===== config.mk =====
export PLATFORM = sky130hd
export DESIGN_NAME = pipe_skid_stage
export DESIGN_NICKNAME = d
export VERILOG_FILES = /design/src/rtl/pipe_pkg.sv /design/src/rtl/sat_counter.sv /design/src/rtl/pipe_skid_stage.sv
export SDC_FILE = /design/constraint.sdc
export NUM_CORES = 1
export LEC_CHECK = 0
export BUFFER_PORTS_ARGS = -buffer_cell sky130_fd_sc_hd__buf_4
export CAP_MARGIN = 20
export CORE_UTILIZATION = 48
export CTS_BUF_LIST = sky130_fd_sc_hd__clkbuf_8 sky130_fd_sc_hd__clkbuf_16
export DETAILED_ROUTE_END_ITERATION = 10
export GPL_TIMING_DRIVEN = 0
export PLACE_DENSITY = 0.82
export SYNTH_ARGS = -nofsm -noshare
export SYNTH_HDL_FRONTEND = slang
export SYNTH_SLANG_ARGS = --single-unit
export TNS_END_PERCENT = 30

===== constraint.sdc =====
create_clock -name clk -period 2.41 [get_ports clk]
set_clock_uncertainty 0.15 [all_clocks]
set_input_delay 0.482 -clock clk [delete_from_list [all_inputs] [get_ports clk]]
set_output_delay 0.482 -clock clk [all_outputs]
set_load 0.05 [all_outputs]

===== src/rtl/pipe_pkg.sv =====
// Shared types and constants for the pipeline-stage buffers.
// Payload structs are packed so they can be passed straight through a stage's data port.
package pipe_pkg;

    typedef enum logic [1:0] {
        EMPTY = 2'd0,
        BUSY  = 2'd1,
        FULL  = 2'd2
    } stage_state_e;

    // ADDI x0, x0, 0: the canonical RISC-V NOP used as the IF/ID bubble.
    localparam logic [31:0] NOP_INSTR = 32'h0000_0013;

    typedef struct packed {
        logic [31:0] pc;
        logic [31:0] instruction;
    } if_id_payload_t;

    typedef struct packed {
        logic [31:0] pc;
        logic [4:0]  rd;
        logic [31:0] rs1_val;
        logic [31:0] rs2_val;
        logic [31:0] imm;
        logic [7:0]  ctrl;
    } id_ex_payload_t;

    typedef struct packed {
        logic [4:0]  rd;
        logic [31:0] alu_result;
        logic [31:0] store_data;
        logic [7:0]  ctrl;
    } ex_mem_payload_t;

    typedef struct packed {
        logic [4:0]  rd;
        logic [31:0] wb_data;
        logic        wb_en;
    } mem_wb_payload_t;

    localparam if_id_payload_t IF_ID_BUBBLE = '{pc: 32'h0, instruction: NOP_INSTR};

    function automatic logic [1:0] state_occupancy(input stage_state_e st);
        case (st)
            BUSY:    return 2'd1;
            FULL:    return 2'd2;
            default: return 2'd0;
        endcase
    endfunction

endpackage


===== src/rtl/sat_counter.sv =====
// Saturating up-counter with synchronous active-high clear.
// Holds at all-ones instead of wrapping.
module sat_counter #(
    parameter int unsigned WIDTH = 16
) (
    input  logic             clk,
    input  logic             rst,
    input  logic             inc_i,
    output logic [WIDTH-1:0] cnt_o
);

    logic [WIDTH-1:0] cnt_q;
    logic [WIDTH-1:0] cnt_d;

    always_comb begin
        cnt_d = cnt_q;
        if (inc_i && (cnt_q != {WIDTH{1'b1}})) begin
            cnt_d = cnt_q + WIDTH'(1);
        end
    end

    always_ff @(posedge clk) begin
        if (rst) begin
            cnt_q <= '0;
        end else begin
            cnt_q <= cnt_d;
        end
    end

    assign cnt_o = cnt_q;

endmodule


===== src/rtl/pipe_skid_stage.sv =====
// Valid/ready pipeline register with a one-entry skid buffer, flush-to-bubble and a
// saturating stall counter. up_ready_o comes only from registered state (plus rst).
module pipe_skid_stage
    import pipe_pkg::*;
#(
    parameter int unsigned           DATA_WIDTH  = 64,
    parameter logic [DATA_WIDTH-1:0] FLUSH_VALUE = '0,
    parameter int unsigned           CNT_WIDTH   = 16
) (
    input  logic                  clk,
    input  logic                  rst,
    input  logic                  flush_c,
    input  logic                  stall_c,
    input  logic                  up_valid_i,
    output logic                  up_ready_o,
    input  logic [DATA_WIDTH-1:0] up_data_i,
    output logic                  dn_valid_o,
    input  logic                  dn_ready_i,
    output logic [DATA_WIDTH-1:0] dn_data_o,
    output logic [1:0]            occupancy_o,
    output logic [CNT_WIDTH-1:0]  stall_cnt_o
);

    stage_state_e          state_q, state_d;
    logic [DATA_WIDTH-1:0] main_q, main_d;
    logic [DATA_WIDTH-1:0] skid_q, skid_d;

    logic acc;
    logic rdy;
    logic stall_inc;

    assign up_ready_o = (state_q != FULL) & ~rst;
    assign acc        = up_valid_i & up_ready_o;
    assign rdy        = dn_ready_i & ~stall_c;

    always_comb begin
        state_d = state_q;
        main_d  = main_q;
        skid_d  = skid_q;
        if (flush_c) begin
            state_d = EMPTY;
            main_d  = FLUSH_VALUE;
            skid_d  = FLUSH_VALUE;
        end else begin
            unique case (state_q)
                EMPTY: begin
                    if (acc) begin
                        main_d  = up_data_i;
                        state_d = BUSY;
                    end
                end
                BUSY: begin
                    if (acc && rdy) begin
                        main_d = up_data_i;
                    end else if (acc) begin
                        skid_d  = up_data_i;
                        state_d = FULL;
                    end else if (rdy) begin
                        main_d  = FLUSH_VALUE;
                        state_d = EMPTY;
                    end
                end
                FULL: begin
                    // up_ready_o is low here, so no new payload can arrive.
                    if (rdy) begin
                        main_d  = skid_q;
                        skid_d  = FLUSH_VALUE;
                        state_d = BUSY;
                    end
                end
                default: begin
                    state_d = EMPTY;
                    main_d  = FLUSH_VALUE;
                    skid_d  = FLUSH_VALUE;
                end
            endcase
        end
    end

    always_ff @(posedge clk) begin
        if (rst) begin
            state_q <= EMPTY;
            main_q  <= FLUSH_VALUE;
            skid_q  <= FLUSH_VALUE;
        end else begin
            state_q <= state_d;
            main_q  <= main_d;
            skid_q  <= skid_d;
        end
    end

    assign dn_valid_o  = (state_q != EMPTY);
    assign dn_data_o   = main_q;
    assign occupancy_o = state_occupancy(state_q);

    // Flush cycles are not counted as stalls even if downstream was not ready.
    assign stall_inc = dn_valid_o & ~rdy & ~flush_c & ~rst;

    sat_counter #(
        .WIDTH (CNT_WIDTH)
    ) u_stall_cnt (
        .clk   (clk),
        .rst   (rst),
        .inc_i (stall_inc),
        .cnt_o (stall_cnt_o)
    );

endmodule


==> results of run 1 <==
-- kinds of logic (layout without fill, tap and decap cells) --
family,count (synthesis),in the layout,synth area share
multiplexers,4,4,0.00695
buffers and inverters,77,259,0.0499
AO/OA/AOI/OAI,293,293,0.317
flip-flops,146,146,0.477
adder cells (fa/ha/maj),1,1,0.00204
AND/OR/NAND/NOR,120,120,0.147
-- worst register-to-register path, delay by kind of cell (launching register included) --
family,cells,cell delay (ns)
buffers and inverters,1,0.16
adder cells (fa/ha/maj),1,0.22
flip-flops,1,0.37
AND/OR/NAND/NOR,3,0.99
multiplexers,1,0.34
-- final cells by class --
| class | count | area (um2) | area share |
|---|---|---|---|
| repair buffers | 153 | 1150 | 0.140 |
| plain buffers | 74 | 295 | 0.0361 |
| flip-flops and latches | 146 | 2930 | 0.357 |
| inverters | 1 | 3.75 | 0.000458 |
| multi-input cells | 418 | 2930 | 0.358 |
| clock buffers | 18 | 439 | 0.0536 |
| well taps | 168 | 210 | 0.0257 |
| clock inverters | 13 | 239 | 0.0292 |
-- flip-flops by register name (all words and copies together), names as in the netlist --
register,cells
u_stall_cnt.cnt_o,16
skid_q,64
state_q,2
dn_data_o,64
-- through the flow --
stage	hold WS (ns)	TNS, ns
6_report	0.212	0
5_1_grt	0.206	-0.0427
4_1_cts	0.197	0
3_5_place_dp	0.298	-44.49
3_3_place_gp	0.296	-33.50
2_1_floorplan	0.304	-0.0481
-- synthesized netlist by cell type, types with 2 or more instances --
master / instances / area share
or4_1: 7 / 0.0086
mux2i_1: 2 / 0.0033
o21ai_0: 2 / 0.0016
nand3_1: 6 / 0.0049
o2bb2ai_1: 64 / 0.092
buf_4: 2 / 0.0025
and4_1: 2 / 0.0029
a21oi_1: 76 / 0.062
o21ai_1: 65 / 0.053
o311ai_1: 3 / 0.0043
nand2b_1: 2 / 0.0020
or3_1: 2 / 0.0020
clkbuf_1: 71 / 0.044
nand3b_1: 2 / 0.0025
nand4_1: 6 / 0.0061
o31ai_1: 7 / 0.0086
mux2_1: 2 / 0.0037
nor2b_1: 6 / 0.0061
nand2_1: 6 / 0.0037
a22oi_1: 64 / 0.078
nand4b_1: 64 / 0.092
nor2_1: 9 / 0.0055
o41ai_1: 4 / 0.0057
dfxtp_1: 146 / 0.48
-- repair_timing --
action	in CTS	in global routing
setup endpoints to repair	32	122
hold endpoints to repair	0	0
pin swaps	0	1
resized for setup	1	7
-- report_power, final --
group	switching, mW	internal (mW)	total (mW)
sequential	0.0184	2.44	2.46
combinational	0.378	0.186	0.564
clock	0.981	2.05	3.03
total	1.38	4.68	6.06
-- path summary, 6_finish.rpt --
| check | from | endpoint | slack [ns] |
|---|---|---|---|
| hold reg to reg | dn_data_o[62]$_SDFFE_PP0P_ | dn_data_o[62]$_SDFFE_PP0P_ | 0.31 |
| setup / recovery | u_stall_cnt.cnt_o[0]$_SDFFE_PP0P_ | u_stall_cnt.cnt_o[12]$_SDFFE_PP0P_ | 0.07 |
| setup reg to reg | u_stall_cnt.cnt_o[0]$_SDFFE_PP0P_ | u_stall_cnt.cnt_o[12]$_SDFFE_PP0P_ | 0.07 |
| hold / removal | up_data_i[17] | skid_q[17]$_SDFFE_PP0P_ | 0.21 |
-- per-layer routing --
layer,track usage,part of all wire,vias to the layer above
met2,0.476,0.48,338
met5,0,0,-
met3,0.0796,0.083,55
met1,0.362,0.40,2975
li1,-,-,2869
met4,0.145,0.032,0
==> summary.md, run 1 <==
| Metric | Value |
|---|---|
| Critical Path AT | `around 2.5 ns` |
| Residual DRC | `0` |
| Commonest non-fill, non-tap cell in the layout | `buf_4` |
| Die area | `about 13000 um2` |
| Clock Latency Late Sink | `approximately 0.42 ns` |
| Diodes inserted | `0` |
| Netlist cell types | `45` |
| Worst path bufs/invs | `1` |
| DR pass1 iterations | `7` |
| TritonCTS clock tree | `yes` |
| Hold Path Cell Cnt | `3` |
| Worst path depth | `6` |
| Initial core utilization | `0.501` |
| DRT antenna net count | `0` |
| Unrepaired setup endpoints after global routing | `yes` |
| Fillers | `between 900 and 1000` |
| Routed WL | `between 15000 and 20000 um` |
| CP peak stage delay | `between 0.5 and 0.6 ns` |
| Yosys warns | `0` |
| Root Driver | `clkbuf_16` |
| Slowest CP cell | `or4b_4` |
| Top Family by Delay on Critical Path | `simple AND/OR/NAND/NOR gates` |
| H-tree level count | `4` |
| Fmax | `427 MHz` |
| EDFF count, synth | `0` |
| Slew HR | `0.487` |
| CTS Hold Bufs | `0` |
| Leakage | `2.81 nW` |
| Placed cell count | `around 960` |
| Fin util | `0.671` |
| FFs w/ async S/R, synth | `0` |
| Period Utilization, post-route | `0.972` |
| Via density | `around 6.3` |
| Main synth FF type | `dfxtp_1` |
| Status | `complete, no violations` |
| Max Buffers Root-to-Sink | `2` |
| Mean routed wirelength per cell | `~19 um` |
| Cell Count, Final, Fillers Out | `approximately 990` |
| Chip height | `between 100 and 150 um` |
| I/O pins | `154` |
| Hold Fails Final Rpt | `0` |
| Synth Net Count | `712` |
| Setup violators final | `0` |
| WS Path Type | `reg2reg` |
| Cells after synthesis | `641` |
| Setup bufs post-CTS | `0` |
| VDD IR max | `around 0.50 mV` |
| Layout area overhead | `33.8%` |
| Vias in the first global route | `about 6100` |
| Hold Path Class | `in2reg` |
| DP HPWL | `12900 um` |
| Via Count | `between 6000 and 7000` |
| Fin. max-slew vios | `0` |
| Critical Path RT | `2.57 ns` |
| CP endpoint kind | `register` |
| Cell Area, Synth | `between 6000 and 7000 um2` |
| GP Congestion | `0.903` |
| Core area | `between 10000 and 15000 um2` |
| Largest net degree at the start of global routing | `17` |
| DR iter-0 viols | `~470` |
| Tmin final | `2.34 ns` |
| Nets | `about 880` |
| Final global-route overflow total | `0` |
| Num rows | `40` |
| Power Dens Cells | `roughly 740 nW/um2` |
| Share of layout cells above drive strength 1 | `0.241` |
| Total global routing track utilization | `0.294` |
| #FFs+latches synth | `around 150` |
| Syn_area_per_cell | `between 9 and 10 um2` |
| Worst-margin pin slew | `0.766 ns` |
| Commonest cells after routing, fill and taps aside | `buf_4, dfxtp_1, a21oi_1` |
| # Max-Cap Violations | `0` |
| First-pass GRT wire length | `around 30000 um` |
| Clk slew on worst S/H paths | `0.06 ns` |
| Die width | `115 um` |
| CTS sink count | `around 150` |
| Initial antenna violation count | `0` |
| Post-route setup slack | `between 0.06 and 0.07 ns` |
| Total power | `a little over 6 mW` |
| Worst-path maximum fanout | `10` |
| CTS Buf Count | `17` |
| R2R depth | `6` |
| Final Instance Area | `~8200 um2` |
| PortBufs | `approximately 150` |
| Crit start category | `register` |
| Pre-CTS setup slack | `-0.481 ns` |
| Cells along the critical path | `ha_2 -> nand3_1 -> or4b_4 -> buf_6 -> nor4b_2 -> mux2_1` |
| Post-DP Area | `about 7500 um2` |
| Seq/Total Area, Yosys | `0.477` |
(Power assumes the default switching activity.)
==> inputs of run 2 (changes only) <==
- CAP_MARGIN: 20 -> 10
- CELL_PAD_IN_SITES_DETAIL_PLACEMENT: unset -> 1
- CELL_PAD_IN_SITES_GLOBAL_PLACEMENT: unset -> 1
- CORE_UTILIZATION: 48 -> 36
==> run 2 against run 1 <==
  * Total power down 5.4%
  * Largest power group unchanged
  * Clock power fell by 11%
  * Sequential share of layout area about the same
  * Worst hold slack better by 0.0041 ns
  * Sequential power barely moved
  * First-iteration DRC count is 35% lower
  * Final cell count grew 5.1%
  * Critical endpoint unchanged
  * Global-route usage decreased by 4.8 points
  * Largest cell class unchanged
  * Wire length up 14%
  * Register-to-register slack improved by 0.06 ns
  * Fmax rose by 2.7%
==> summary.md, run 2 (synthesis gave the netlist of run 1 again) <==
| Metric | Value |
|---|---|
| Core area | `16600 um2 (+36%)` |
| Hold EP | `skid_q[2]$_SDFFE_PP0P_` |
| R2R depth | `7 (+1)` |
| # Max-Cap Violations | `0 (unchanged)` |
| Setup slack, reg-to-reg | `0.13 ns (+0.06 ns)` |
| Layout area overhead | `33.9% (about the same)` |
| Status | `complete, no violations` |
| Fin util | `0.494 (-0.176)` |
| Worst R2R End | `u_stall_cnt.cnt_o[12]$_SDFFE_PP0P_` |
| Die area | `17500 um2 (+33%)` |
| Cell Count, Final, Fillers Out | `1042 (+5.1%)` |
| Mean routed wirelength per cell | `20.8 um (+8.3%)` |
| Residual DRC | `0 (unchanged)` |
| Via Count | `6099 (-2.2%)` |
| CTS Buf Count | `17 (unchanged)` |
| H-tree level count | `4 (unchanged)` |
| Routed WL | `21600 um (+14%)` |
| Commonest non-fill, non-tap cell in the layout | `buf_4` |
| Initial antenna violation count | `0 (unchanged)` |
| Vias in the first global route | `6491 (+7.2%)` |
| DP HPWL | `15000 um (+16%)` |
| First-pass GRT wire length | `34300 um (+13%)` |
| CTS sink count | `146 (unchanged)` |
| Post-route setup slack | `0.128 ns (+0.0608 ns)` |
| Power Dens Cells | `699 nW/um2 (-5.5%)` |
| DR iter-0 viols | `303 (-35%)` |
| Via density | `5.85 (-7.0%)` |
| Setup violators final | `0 (unchanged)` |
| Die width | `132 um (+15%)` |
| TritonCTS clock tree | `yes` |
| Fillers | `1936 (+95%)` |
| GP Congestion | `0.846 (-6.3%)` |
| Final Instance Area | `8200 um2 (about the same)` |
| Critical Path AT | `2.44 ns (-0.06 ns)` |
| CP endpoint kind | `register` |
| Num rows | `47 (+18%)` |
| Commonest cells after routing, fill and taps aside | `buf_4, dfxtp_1, a21oi_1` |
| Total power | `5.73 mW (-5.4%)` |
| Final global-route overflow total | `0 (unchanged)` |
| Initial core utilization | `0.369 (-0.132)` |
| Period Utilization, post-route | `0.947 (-0.0252)` |
| Max Buffers Root-to-Sink | `2 (unchanged)` |
| Critical Path RT | `2.57 ns (about the same)` |
| Tmin final | `2.28 ns (-0.0608 ns)` |
| Unrepaired setup endpoints after global routing | `no` |
| Fin Hold WS | `0.216 ns (+0.00414 ns)` |
| Min-delay src | `up_data_i[2]` |
| Fmax | `438 MHz (+2.7%)` |
| Nets | `882 (unchanged)` |
| Diodes inserted | `0 (unchanged)` |
| Worst-margin pin slew | `0.677 ns (-0.0888 ns)` |
| Hold Fails Final Rpt | `0 (unchanged)` |
| Leakage | `2.77 nW (-1.4%)` |
| Total global routing track utilization | `0.246 (-0.0480)` |
| Worst R2R Start | `state_q[0]$_SDFFE_PP0P_` |
| Slew HR | `0.548 (+0.0611)` |
| Placed cell count | `1014 (+5.4%)` |
| Fin. max-slew vios | `0 (unchanged)` |
| Hold Path Cell Cnt | `3 (unchanged)` |
| Worst-path maximum fanout | `10 (unchanged)` |
| Crit start category | `register` |
| DR pass1 iterations | `5 (-2)` |
| Share of layout cells above drive strength 1 | `0.246 (+0.00516)` |
| DRT antenna net count | `0 (unchanged)` |
| Post-DP Area | `7550 um2 (+0.87%)` |
| I/O pins | `154 (unchanged)` |
| Root Driver | `clkbuf_16` |
| Hold Path Class | `in2reg` |
| Pre-CTS setup slack | `-0.491 ns (-0.00973 ns)` |
| Clock Latency Late Sink | `0.42 ns (about the same)` |
| Chip height | `132 um (+15%)` |
| VDD IR max | `0.493 mV (-1.0%)` |
| Setup bufs post-CTS | `0 (unchanged)` |
| Largest net degree at the start of global routing | `17 (unchanged)` |
| Setup_tns | `0 ns (unchanged)` |
| PortBufs | `153 (unchanged)` |
| CTS Hold Bufs | `0 (unchanged)` |
| WS Path Type | `reg2reg` |
| Clk slew on worst S/H paths | `0.06 ns (about the same)` |
==> run 2: final cells by class <==
cell class,count,area [um2],share of cell area
Buffer,74,298,0.0363
Tap cell,220,275,0.0336
Sequential cell,146,2930,0.357
Multi-Input combinational cell,418,2950,0.360
Clock buffer,19,453,0.0553
Clock inverter,11,140,0.0171
Timing Repair Buffer,153,1150,0.140
Inverter,1,3.75,0.000458
==> run 2: power by group <==
part	switching, mW	internal, mW	leakage [nW]
Clock	1.02	1.66	0.293
Combinational	0.393	0.187	1.30
Sequential	0.0187	2.44	1.18
Total	1.44	4.29	2.77
==> run 2: layer usage <==
layer	global-route usage	vias to the layer above	wire, um
met4	0.0773	0	316
met1	0.294	3025	9130
met3	0.0617	26	1300
met2	0.431	186	10900
li1	-	2862	-
met5	0	-	0
==> run 2: what timing repair did <==
action / CTS / global route
cloned: 0 / 0
pin swaps: 0 / 1
gates resized for setup: 4 / 13
setup endpoints to repair: 63 / 71
==> run 2: worst max-delay path, cell delays in order, from the launching register on <==
cell and delay [ns]:
dfxtp_1 0.32, buf_4 0.19, or2_1 0.11, buf_2 0.14
or4b_4 0.49, buf_6 0.16, nor4b_2 0.28, mux2_1 0.34
==> run 2: how the worst max path moves through the flow <==
stage               cells past startpoint  slack, ns                               from                                 end
finish                                  7       0.13            state_q[0]$_SDFFE_PP0P_  u_stall_cnt.cnt_o[12]$_SDFFE_PP0P_
global route                            7       0.01                                rst          dn_data_o[60]$_SDFFE_PP0P_
CTS                                     7       0.01            state_q[1]$_SDFFE_PP0P_          dn_data_o[56]$_SDFFE_PP0P_
detailed placement                      7      -0.49                                rst          dn_data_o[60]$_SDFFE_PP0P_
global placement                        7      -0.43                                rst          dn_data_o[58]$_SDFFE_PP0P_
floorplan                               5      -0.05  u_stall_cnt.cnt_o[2]$_SDFFE_PP0P_  u_stall_cnt.cnt_o[12]$_SDFFE_PP0P_
